$ cat src/rtl/ecc_pkg.sv
// Shared constants and types for the ECC host controller slice.
package ecc_pkg;

    localparam int unsigned WORD_W    = 16;
    localparam int unsigned OPND_W    = 163;
    localparam int unsigned BUS_W     = 176;
    localparam int unsigned NUM_WORDS = 11;
    localparam int unsigned RES_WORDS = 22;

    localparam int unsigned G_BASE    = 0;
    localparam int unsigned K_BASE    = 11;

    localparam int unsigned ADDR_W    = 5;
    localparam int unsigned IDX_W     = 5;

    typedef enum logic [1:0] {
        IDLE = 2'd0,
        REQ  = 2'd1,
        REL  = 2'd2,
        SEND = 2'd3
    } state_e;

endpackage

$ cat src/rtl/ecc_host_ctrl_if.sv
// Host, core and result-stream signals of the ECC host controller.
interface ecc_host_ctrl_if;
    import ecc_pkg::*;

    logic                    cfg_we;
    logic [ADDR_W-1:0]       cfg_addr;
    logic [WORD_W-1:0]       cfg_wdata;
    logic                    cmd_start;
    logic                    busy;
    logic                    err_timeout;

    logic                    ecc_start;
    logic [OPND_W-1:0]       ecc_g;
    logic [OPND_W-1:0]       ecc_k;
    logic [BUS_W-1:0]        ecc_outxa;
    logic [BUS_W-1:0]        ecc_outza;
    logic                    ecc_done;

    logic                    res_valid;
    logic [WORD_W-1:0]       res_data;
    logic                    res_last;
    logic                    res_ready;

    // Controller side
    modport slave (
        input  cfg_we, cfg_addr, cfg_wdata, cmd_start,
        input  ecc_outxa, ecc_outza, ecc_done,
        input  res_ready,
        output busy, err_timeout,
        output ecc_start, ecc_g, ecc_k,
        output res_valid, res_data, res_last
    );

    // Host and core side
    modport master (
        output cfg_we, cfg_addr, cfg_wdata, cmd_start,
        output ecc_outxa, ecc_outza, ecc_done,
        output res_ready,
        input  busy, err_timeout,
        input  ecc_start, ecc_g, ecc_k,
        input  res_valid, res_data, res_last
    );

endinterface

$ cat src/rtl/ecc_word_serializer.sv
// Streams a 352-bit result ({za, xa}) as 22 16-bit words over valid/ready.
// The parallel input must stay stable from load until the last word is taken.
module ecc_word_serializer
    import ecc_pkg::*;
(
    input  logic                  clk,
    input  logic                  rst,
    input  logic                  load_i,
    input  logic [2*BUS_W-1:0]    par_i,
    input  logic                  ready_i,
    output logic                  valid_o,
    output logic [WORD_W-1:0]     data_o,
    output logic                  last_o,
    output logic                  done_c
);

    localparam int unsigned SH_W = 9;

    logic [IDX_W-1:0]   idx_q,   idx_d;
    logic               valid_q, valid_d;
    logic [WORD_W-1:0]  data_q,  data_d;
    logic               last_q,  last_d;
    logic               accept_c;
    logic [2*BUS_W-1:0] shifted_c;

    // Next word selection and index advance
    always_comb begin
        idx_d     = idx_q;
        valid_d   = valid_q;
        data_d    = data_q;
        last_d    = last_q;
        accept_c  = valid_q & ready_i;
        done_c    = accept_c & last_q;
        shifted_c = par_i >> (SH_W'(WORD_W) * SH_W'(idx_q + IDX_W'(1)));

        if (load_i) begin
            idx_d   = '0;
            valid_d = 1'b1;
            data_d  = par_i[WORD_W-1:0];
            last_d  = 1'b0;
        end else if (accept_c) begin
            if (last_q) begin
                valid_d = 1'b0;
                last_d  = 1'b0;
            end else begin
                idx_d  = idx_q + IDX_W'(1);
                data_d = shifted_c[WORD_W-1:0];
                last_d = (idx_q + IDX_W'(1)) == IDX_W'(RES_WORDS - 1);
            end
        end
    end

    // Output and index registers
    always_ff @(posedge clk) begin
        if (rst) begin
            idx_q   <= '0;
            valid_q <= 1'b0;
            data_q  <= '0;
            last_q  <= 1'b0;
        end else begin
            idx_q   <= idx_d;
            valid_q <= valid_d;
            data_q  <= data_d;
            last_q  <= last_d;
        end
    end

    assign valid_o = valid_q;
    assign data_o  = data_q;
    assign last_o  = last_q;

endmodule

$ cat src/rtl/ecc_host_ctrl.sv
// Initiator-side controller for the ECC point-multiply core: operand load,
// start/done handshake with timeout, result capture and word streaming.
module ecc_host_ctrl
    import ecc_pkg::*;
#(
    parameter int unsigned TIMEOUT_CYC = 4096,
    parameter int unsigned TO_W        = 13
) (
    input  logic             clk,
    input  logic             rst,
    ecc_host_ctrl_if.slave   bus
);

    localparam int unsigned SH_W = 8;

    state_e             state_q, state_d;
    logic               busy_q,  busy_d;
    logic               err_q,   err_d;
    logic               start_q, start_d;
    logic [TO_W-1:0]    cnt_q,   cnt_d;
    logic [BUS_W-1:0]   g_q,  g_d;
    logic [BUS_W-1:0]   k_q,  k_d;
    logic [BUS_W-1:0]   xa_q, xa_d;
    logic [BUS_W-1:0]   za_q, za_d;

    logic               ser_load_c;
    logic               ser_done_c;
    logic               wr_g_c;
    logic [ADDR_W-1:0]  widx_c;
    logic [BUS_W-1:0]   wmask_c;
    logic [BUS_W-1:0]   wdata_c;

    // Operand writes and FSM next state
    always_comb begin
        state_d    = state_q;
        busy_d     = busy_q;
        err_d      = err_q;
        start_d    = start_q;
        cnt_d      = cnt_q;
        g_d        = g_q;
        k_d        = k_q;
        xa_d       = xa_q;
        za_d       = za_q;
        ser_load_c = 1'b0;

        wr_g_c  = bus.cfg_addr < ADDR_W'(K_BASE);
        widx_c  = wr_g_c ? (bus.cfg_addr - ADDR_W'(G_BASE))
                         : (bus.cfg_addr - ADDR_W'(K_BASE));
        wmask_c = BUS_W'({WORD_W{1'b1}}) << (SH_W'(WORD_W) * SH_W'(widx_c));
        wdata_c = BUS_W'(bus.cfg_wdata)  << (SH_W'(WORD_W) * SH_W'(widx_c));

        if (bus.cfg_we && !busy_q && (bus.cfg_addr < ADDR_W'(RES_WORDS))) begin
            if (wr_g_c) begin
                g_d = (g_q & ~wmask_c) | wdata_c;
            end else begin
                k_d = (k_q & ~wmask_c) | wdata_c;
            end
        end

        case (state_q)
            IDLE: begin
                if (bus.cmd_start) begin
                    busy_d  = 1'b1;
                    err_d   = 1'b0;
                    start_d = 1'b1;
                    cnt_d   = '0;
                    state_d = REQ;
                end
            end
            REQ: begin
                cnt_d = cnt_q + TO_W'(1);
                if (bus.ecc_done) begin
                    xa_d    = bus.ecc_outxa;
                    za_d    = bus.ecc_outza;
                    start_d = 1'b0;
                    state_d = REL;
                end else if (cnt_q == TO_W'(TIMEOUT_CYC - 1)) begin
                    start_d = 1'b0;
                    err_d   = 1'b1;
                    busy_d  = 1'b0;
                    state_d = IDLE;
                end
            end
            REL: begin
                // A done still high from this command must not start the stream
                if (!bus.ecc_done) begin
                    ser_load_c = 1'b1;
                    state_d    = SEND;
                end
            end
            SEND: begin
                if (ser_done_c) begin
                    busy_d  = 1'b0;
                    state_d = IDLE;
                end
            end
            default: state_d = IDLE;
        endcase
    end

    // Controller state registers
    always_ff @(posedge clk) begin
        if (rst) begin
            state_q <= IDLE;
            busy_q  <= 1'b0;
            err_q   <= 1'b0;
            start_q <= 1'b0;
            cnt_q   <= '0;
            g_q     <= '0;
            k_q     <= '0;
            xa_q    <= '0;
            za_q    <= '0;
        end else begin
            state_q <= state_d;
            busy_q  <= busy_d;
            err_q   <= err_d;
            start_q <= start_d;
            cnt_q   <= cnt_d;
            g_q     <= g_d;
            k_q     <= k_d;
            xa_q    <= xa_d;
            za_q    <= za_d;
        end
    end

    ecc_word_serializer u_ser (
        .clk     (clk),
        .rst     (rst),
        .load_i  (ser_load_c),
        .par_i   ({za_q, xa_q}),
        .ready_i (bus.res_ready),
        .valid_o (bus.res_valid),
        .data_o  (bus.res_data),
        .last_o  (bus.res_last),
        .done_c  (ser_done_c)
    );

    assign bus.busy        = busy_q;
    assign bus.err_timeout = err_q;
    assign bus.ecc_start   = start_q;
    assign bus.ecc_g       = g_q[OPND_W-1:0];
    assign bus.ecc_k       = k_q[OPND_W-1:0];

endmodule

$ cat src/flat_wrapper.sv
// flat-port wrapper written by rule: the top's interface ports become plain ports
module ecc_host_ctrl_flat import ecc_pkg::*;
#(
    parameter int unsigned TIMEOUT_CYC = 4096,
    parameter int unsigned TO_W        = 13
)
  (clk, rst, bus_cfg_we, bus_cfg_addr, bus_cfg_wdata, bus_cmd_start, bus_ecc_outxa, bus_ecc_outza, bus_ecc_done, bus_res_ready, bus_busy, bus_err_timeout, bus_ecc_start, bus_ecc_g, bus_ecc_k, bus_res_valid, bus_res_data, bus_res_last);
  ecc_host_ctrl_if bus_i ();
  input  logic clk;
  input  logic rst;
  input wire logic [$bits(bus_i.cfg_we)-1:0] bus_cfg_we;
  input wire logic [$bits(bus_i.cfg_addr)-1:0] bus_cfg_addr;
  input wire logic [$bits(bus_i.cfg_wdata)-1:0] bus_cfg_wdata;
  input wire logic [$bits(bus_i.cmd_start)-1:0] bus_cmd_start;
  input wire logic [$bits(bus_i.ecc_outxa)-1:0] bus_ecc_outxa;
  input wire logic [$bits(bus_i.ecc_outza)-1:0] bus_ecc_outza;
  input wire logic [$bits(bus_i.ecc_done)-1:0] bus_ecc_done;
  input wire logic [$bits(bus_i.res_ready)-1:0] bus_res_ready;
  output wire logic [$bits(bus_i.busy)-1:0] bus_busy;
  output wire logic [$bits(bus_i.err_timeout)-1:0] bus_err_timeout;
  output wire logic [$bits(bus_i.ecc_start)-1:0] bus_ecc_start;
  output wire logic [$bits(bus_i.ecc_g)-1:0] bus_ecc_g;
  output wire logic [$bits(bus_i.ecc_k)-1:0] bus_ecc_k;
  output wire logic [$bits(bus_i.res_valid)-1:0] bus_res_valid;
  output wire logic [$bits(bus_i.res_data)-1:0] bus_res_data;
  output wire logic [$bits(bus_i.res_last)-1:0] bus_res_last;
  assign bus_i.cfg_we = bus_cfg_we;
  assign bus_i.cfg_addr = bus_cfg_addr;
  assign bus_i.cfg_wdata = bus_cfg_wdata;
  assign bus_i.cmd_start = bus_cmd_start;
  assign bus_i.ecc_outxa = bus_ecc_outxa;
  assign bus_i.ecc_outza = bus_ecc_outza;
  assign bus_i.ecc_done = bus_ecc_done;
  assign bus_i.res_ready = bus_res_ready;
  assign bus_busy = bus_i.busy;
  assign bus_err_timeout = bus_i.err_timeout;
  assign bus_ecc_start = bus_i.ecc_start;
  assign bus_ecc_g = bus_i.ecc_g;
  assign bus_ecc_k = bus_i.ecc_k;
  assign bus_res_valid = bus_i.res_valid;
  assign bus_res_data = bus_i.res_data;
  assign bus_res_last = bus_i.res_last;
  ecc_host_ctrl #(.TIMEOUT_CYC(TIMEOUT_CYC), .TO_W(TO_W)) u_core (.clk(clk), .rst(rst), .bus(bus_i));
endmodule
$ cat config.mk
export PLATFORM = sky130hd
export DESIGN_NAME = ecc_host_ctrl_flat
export DESIGN_NICKNAME = d
export VERILOG_FILES = /design/src/rtl/ecc_pkg.sv /design/src/rtl/ecc_host_ctrl_if.sv /design/src/rtl/ecc_word_serializer.sv /design/src/rtl/ecc_host_ctrl.sv /design/src/flat_wrapper.sv
export SDC_FILE = /design/constraint.sdc
export NUM_CORES = 2
export LEC_CHECK = 0
export BUFFER_PORTS_ARGS = -buffer_cell sky130_fd_sc_hd__buf_2
export CAP_MARGIN = 20
export CORE_AREA = 2 2 284 286
export CTS_CLUSTER_SIZE = 20
export DETAILED_ROUTE_END_ITERATION = 7
export DIE_AREA = 0 0 286 288
export GPL_TIMING_DRIVEN = 0
export PLACE_DENSITY = 0.55
export RECOVER_POWER = 100
export SETUP_SLACK_MARGIN = 0.4
export SLEW_MARGIN = 20
export SYNTH_ARGS = -nofsm -noshare
export SYNTH_HDL_FRONTEND = slang
export SYNTH_SLANG_ARGS = --single-unit
$ cat constraint.sdc
create_clock -name clk -period 3.8 [get_ports clk]
set_clock_uncertainty 0.2 [all_clocks]
set_input_delay 0.57 -clock clk [delete_from_list [all_inputs] [get_ports clk]]
set_output_delay 0.57 -clock clk [all_outputs]
set_load 0.02 [all_outputs]
==> run_results.csv <==
group,metric,value,unit
run_status,status,"complete, no violations",
floorplan,dieArea,0.0824,sq mm
worst_hold_path,hold_start,"bus_ecc_outza[27]",
worst_setup_path,arrival,3.88,ns
timing,setup_viol,0,
timing,finalWorstSetupSlack,0.285,ns
global_routing,grt_use_total,32.6,%
logic_synthesis,ys_ff_latch,719,
global_routing,grt.overflow.total,0,
global_routing,first_global_vias,30300,
logic_synthesis,netlist_area,0.0296,sq mm
timing,final.setup.tns,0,ns
worst_setup_path,cp_max_fo,10,
logic_synthesis,syn-mean-instance-area,8.24,sq um
clock_network,cts_max_level,3,
placement,hpwl,105000,um
timing,relSlewSlack,12.9,%
worst_setup_path,cp.required,4.16,ns
routing,post_drt_wl_per_cell,24.3,um
timing,hold_slack,0.0219,ns
worst_hold_path,min_path_type,"in2reg",
routing,dr_total_vias,31900,
cells_and_area,fillers,8026,
routing,ant_nets,0,
logic_synthesis,yosysWarningCount,0,
pwr,peakVddDrop,0.000342,V
floorplan,die_w,286,um
worst_setup_path,r2r_setup_slack,0.28,ns
routing,drc,0,
timing,slew_violations,0,
clock_network,cts-root-buf,"clkbuf_16",
worst_setup_path,critPathKind,"reg2reg",
cells_and_area,fin_cells,5786,
placement,pre_cts_slack,-0.801,ns
clock_network,cts_tree,"done",
timing,max_freq,284,MHz
clock_network,clock_latency,0.64,ns
worst_setup_path,r2r-start,"u_core.u_ser.idx_q[0]",
global_routing,grt_pass1_wl,199000,um
pwr,power_leakage,13.6,nW
clock_network,cts_buffers,81,
clock_network,clk_path_buf_depth,3,
worst_setup_path,cpMostUsedCell,"buf_12",
job,maxCapViolCount,0,
worst_hold_path,holdPathStages,3,
floorplan,core_area,0.0796,sq mm
pwr,power,17.9,mW
logic_synthesis,synth_largest_area_cell,"dfxtp_1",
routing,drtPass1Iterations,6,
global_routing,antenna_found_initial,16,
worst_setup_path,startpoint,"u_core.u_ser.idx_q[0]",
logic_synthesis,syn_inst,3597,
worst_setup_path,slowest_delay,0.62,ns
cells_and_area,fin_util,49.6,%
cells_and_area,final_area,0.0395,sq mm
routing,wirelength,141000,um
timing,hold_viol,0,
worst_setup_path,path_buf_inv,10,
cells_and_area,area_growth,33.3,%
logic_synthesis,syn_nets,3980,
placement,place.gp.congestion,0.925,
routing,vias_per_cell,5.52,
logic_synthesis,yosysTopAreaCellShare,48.6,%
floorplan,fp.dieH,288,um
logic_synthesis,ys_seq_area_share,48.6,%
worst_setup_path,slowest_stage,"o31ai_1",
worst_setup_path,crit_path_end_kind,"flip-flop",
routing,drt-initial-drc-count,2741,
pwr,power.density,454,mW/mm^2
placement,place_inst,5368,
placement,portBuffers,711,
logic_synthesis,ys_async_sr_fraction,0,%
cells_and_area,num-nets-final,5037,
floorplan,ios,726,
global_routing,grt_max_degree,14,
timing,rsz0062_at_grt,"false",
floorplan,initial_core_util,37.2,%
placement,placed_area,0.0345,sq mm
logic_synthesis,netlist-cell-type-count,70,
worst_setup_path,r2r_cells,14,
cells_and_area,drive_gt1_share,14.5,%
logic_synthesis,netlist_top_cells_area,"dfxtp_1, a21oi_1, nand2_1",
worst_setup_path,crit_family,"buffers and inverters",
worst_setup_path,crit_chain,"buf_6, buf_12, buf_12, buf_12, inv_1, ha_1, buf_8, buf_12, buf_12, buf_6, clkbuf_1, o31ai_1, a21oi_1, a211oi_1",
timing,worstMarginPinSlew,1.29,ns
timing,period_share,92.5,%
worst_setup_path,r2r-end,"u_core.u_ser.data_o[3]",
logic_synthesis,yosysMostFrequentCell,"nand2_1",
worst_hold_path,whs_endpoint,"u_core.za_q[27]",
logic_synthesis,synth_edf_count,0,
floorplan,rows,104,
worst_setup_path,start_kind,"flip-flop",
timing,period_needed,3.52,ns
clock_network,clock-sinks,719,
clock_network,clk_pin_slew_worst_paths,0.06,ns
logic_synthesis,yosys_most_used_dff,"dfxtp_1",
logic_synthesis,yosys-top-cells-count,"nand2_1, dfxtp_1, a21oi_1",
==> kinds of logic (layout without fill, tap and decap cells) <==
family	Yosys count	count (layout)	share of synthesized area [%]
other	0	9	0
muxes	121	121	7.53
xor gates and xnor gates	3	3	0.0887
DFF	719	719	48.6
and+or+nand+nor	1194	1194	16.8
adders and majority gates	4	4	0.169
buffers and inverters	368	1488	5.28
AOI/OAI and AO/OA	1188	1188	21.5
==> power breakdown <==
| group | total (mW) | internal (mW) | switching [mW] |
|---|---|---|---|
| Clock | 8.03 | 4.66 | 3.37 |
| Combinational | 2.01 | 0.696 | 1.32 |
| Sequential | 7.89 | 7.76 | 0.133 |
| Total | 17.9 | 13.1 | 4.82 |
==> routing by layer <==
metal	GRT usage (%)	vias up	wire (um)
met5	0	-	27
met4	14.0	4	6780
met3	7.51	323	12300
met2	53.5	1444	65800
met1	41.0	15500	55800
li1	-	14600	-
==> registers in the layout, summed over array words and instances (netlist names), 5 cells and up, named ones only <==
signal and cells:
u_core.cnt_q 13, u_core.g_q 163, u_core.k_q 163, u_core.u_ser.data_o 16
u_core.u_ser.idx_q 5, u_core.xa_q 176, u_core.za_q 176
==> worst max path at each step <==
stage | to | slack [ns] | cells past startpoint
finish | u_core.u_ser.data_o[3] | 0.28 | 14
global route | u_core.g_q[93] | 0.23 | 9
CTS | u_core.u_ser.data_o[5] | 0.42 | 8
detailed placement | u_core.u_ser.data_o[5] | -0.80 | 14
global placement | u_core.u_ser.data_o[5] | -0.75 | 14
floorplan | u_core.u_ser.data_o[11] | 0.43 | 14
==> worst min-delay path: cells and delay by family <==
| family | cells | cell delay (ns) |
|---|---|---|
| AOI/OAI and AO/OA | 1 | 0.06 |
| buffers and inverters | 1 | 0.10 |
| and+or+nand+nor | 1 | 0.07 |
==> area by class of cell <==
class / instances / area [sq um] / share of cell area [%]
flip-flops and latches: 719 / 14400 / 36.4
multi-input cells: 2510 / 13700 / 34.6
repair buffers: 974 / 5750 / 14.6
clock buffers: 116 / 2350 / 5.94
plain buffers: 356 / 1620 / 4.09
well taps: 1060 / 1330 / 3.36
clock inverters: 30 / 337 / 0.852
inverters: 12 / 45.0 / 0.114
diodes: 9 / 22.5 / 0.0570
==> cells in the final DEF, fill, tap and decap left out, types with 5 or more instances in the layout <==
master,instances
nand2_1,835
a21oi_1,718
dfxtp_1,718
clkbuf_1,652
buf_2,394
o21ai_0,299
nand3_1,253
dlygate4sd3_1,250
clkbuf_16,81
mux4_2,80
o21ai_1,46
nor2_1,37
mux2i_1,28
nor2b_1,23
buf_4,23
clkbuf_8,19
a21boi_0,18
clkinv_2,15
nor3_1,12
a211oi_1,12
inv_1,11
clkbuf_2,10
o211ai_1,10
a22oi_1,10
diode_2,9
o31ai_1,9
o41ai_1,8
o22ai_1,8
buf_12,7
o221ai_1,7
and2_1,6
o311ai_1,6
mux2_2,6
buf_6,5
or3_1,5
a21o_1,5
nor4_1,5
bufinv_16,5
==> repair_timing <==
item | CTS | global route
buffers inserted | 5 | 7
endpoints found under the hold margin | 249 | 1
cloned | 1 | 0
hold buffers | 249 | 1
pin swaps | 0 | 3
setup endpoints to repair | 17 | 16
resized for setup | 60 | 9
(Power assumes the default switching activity.)
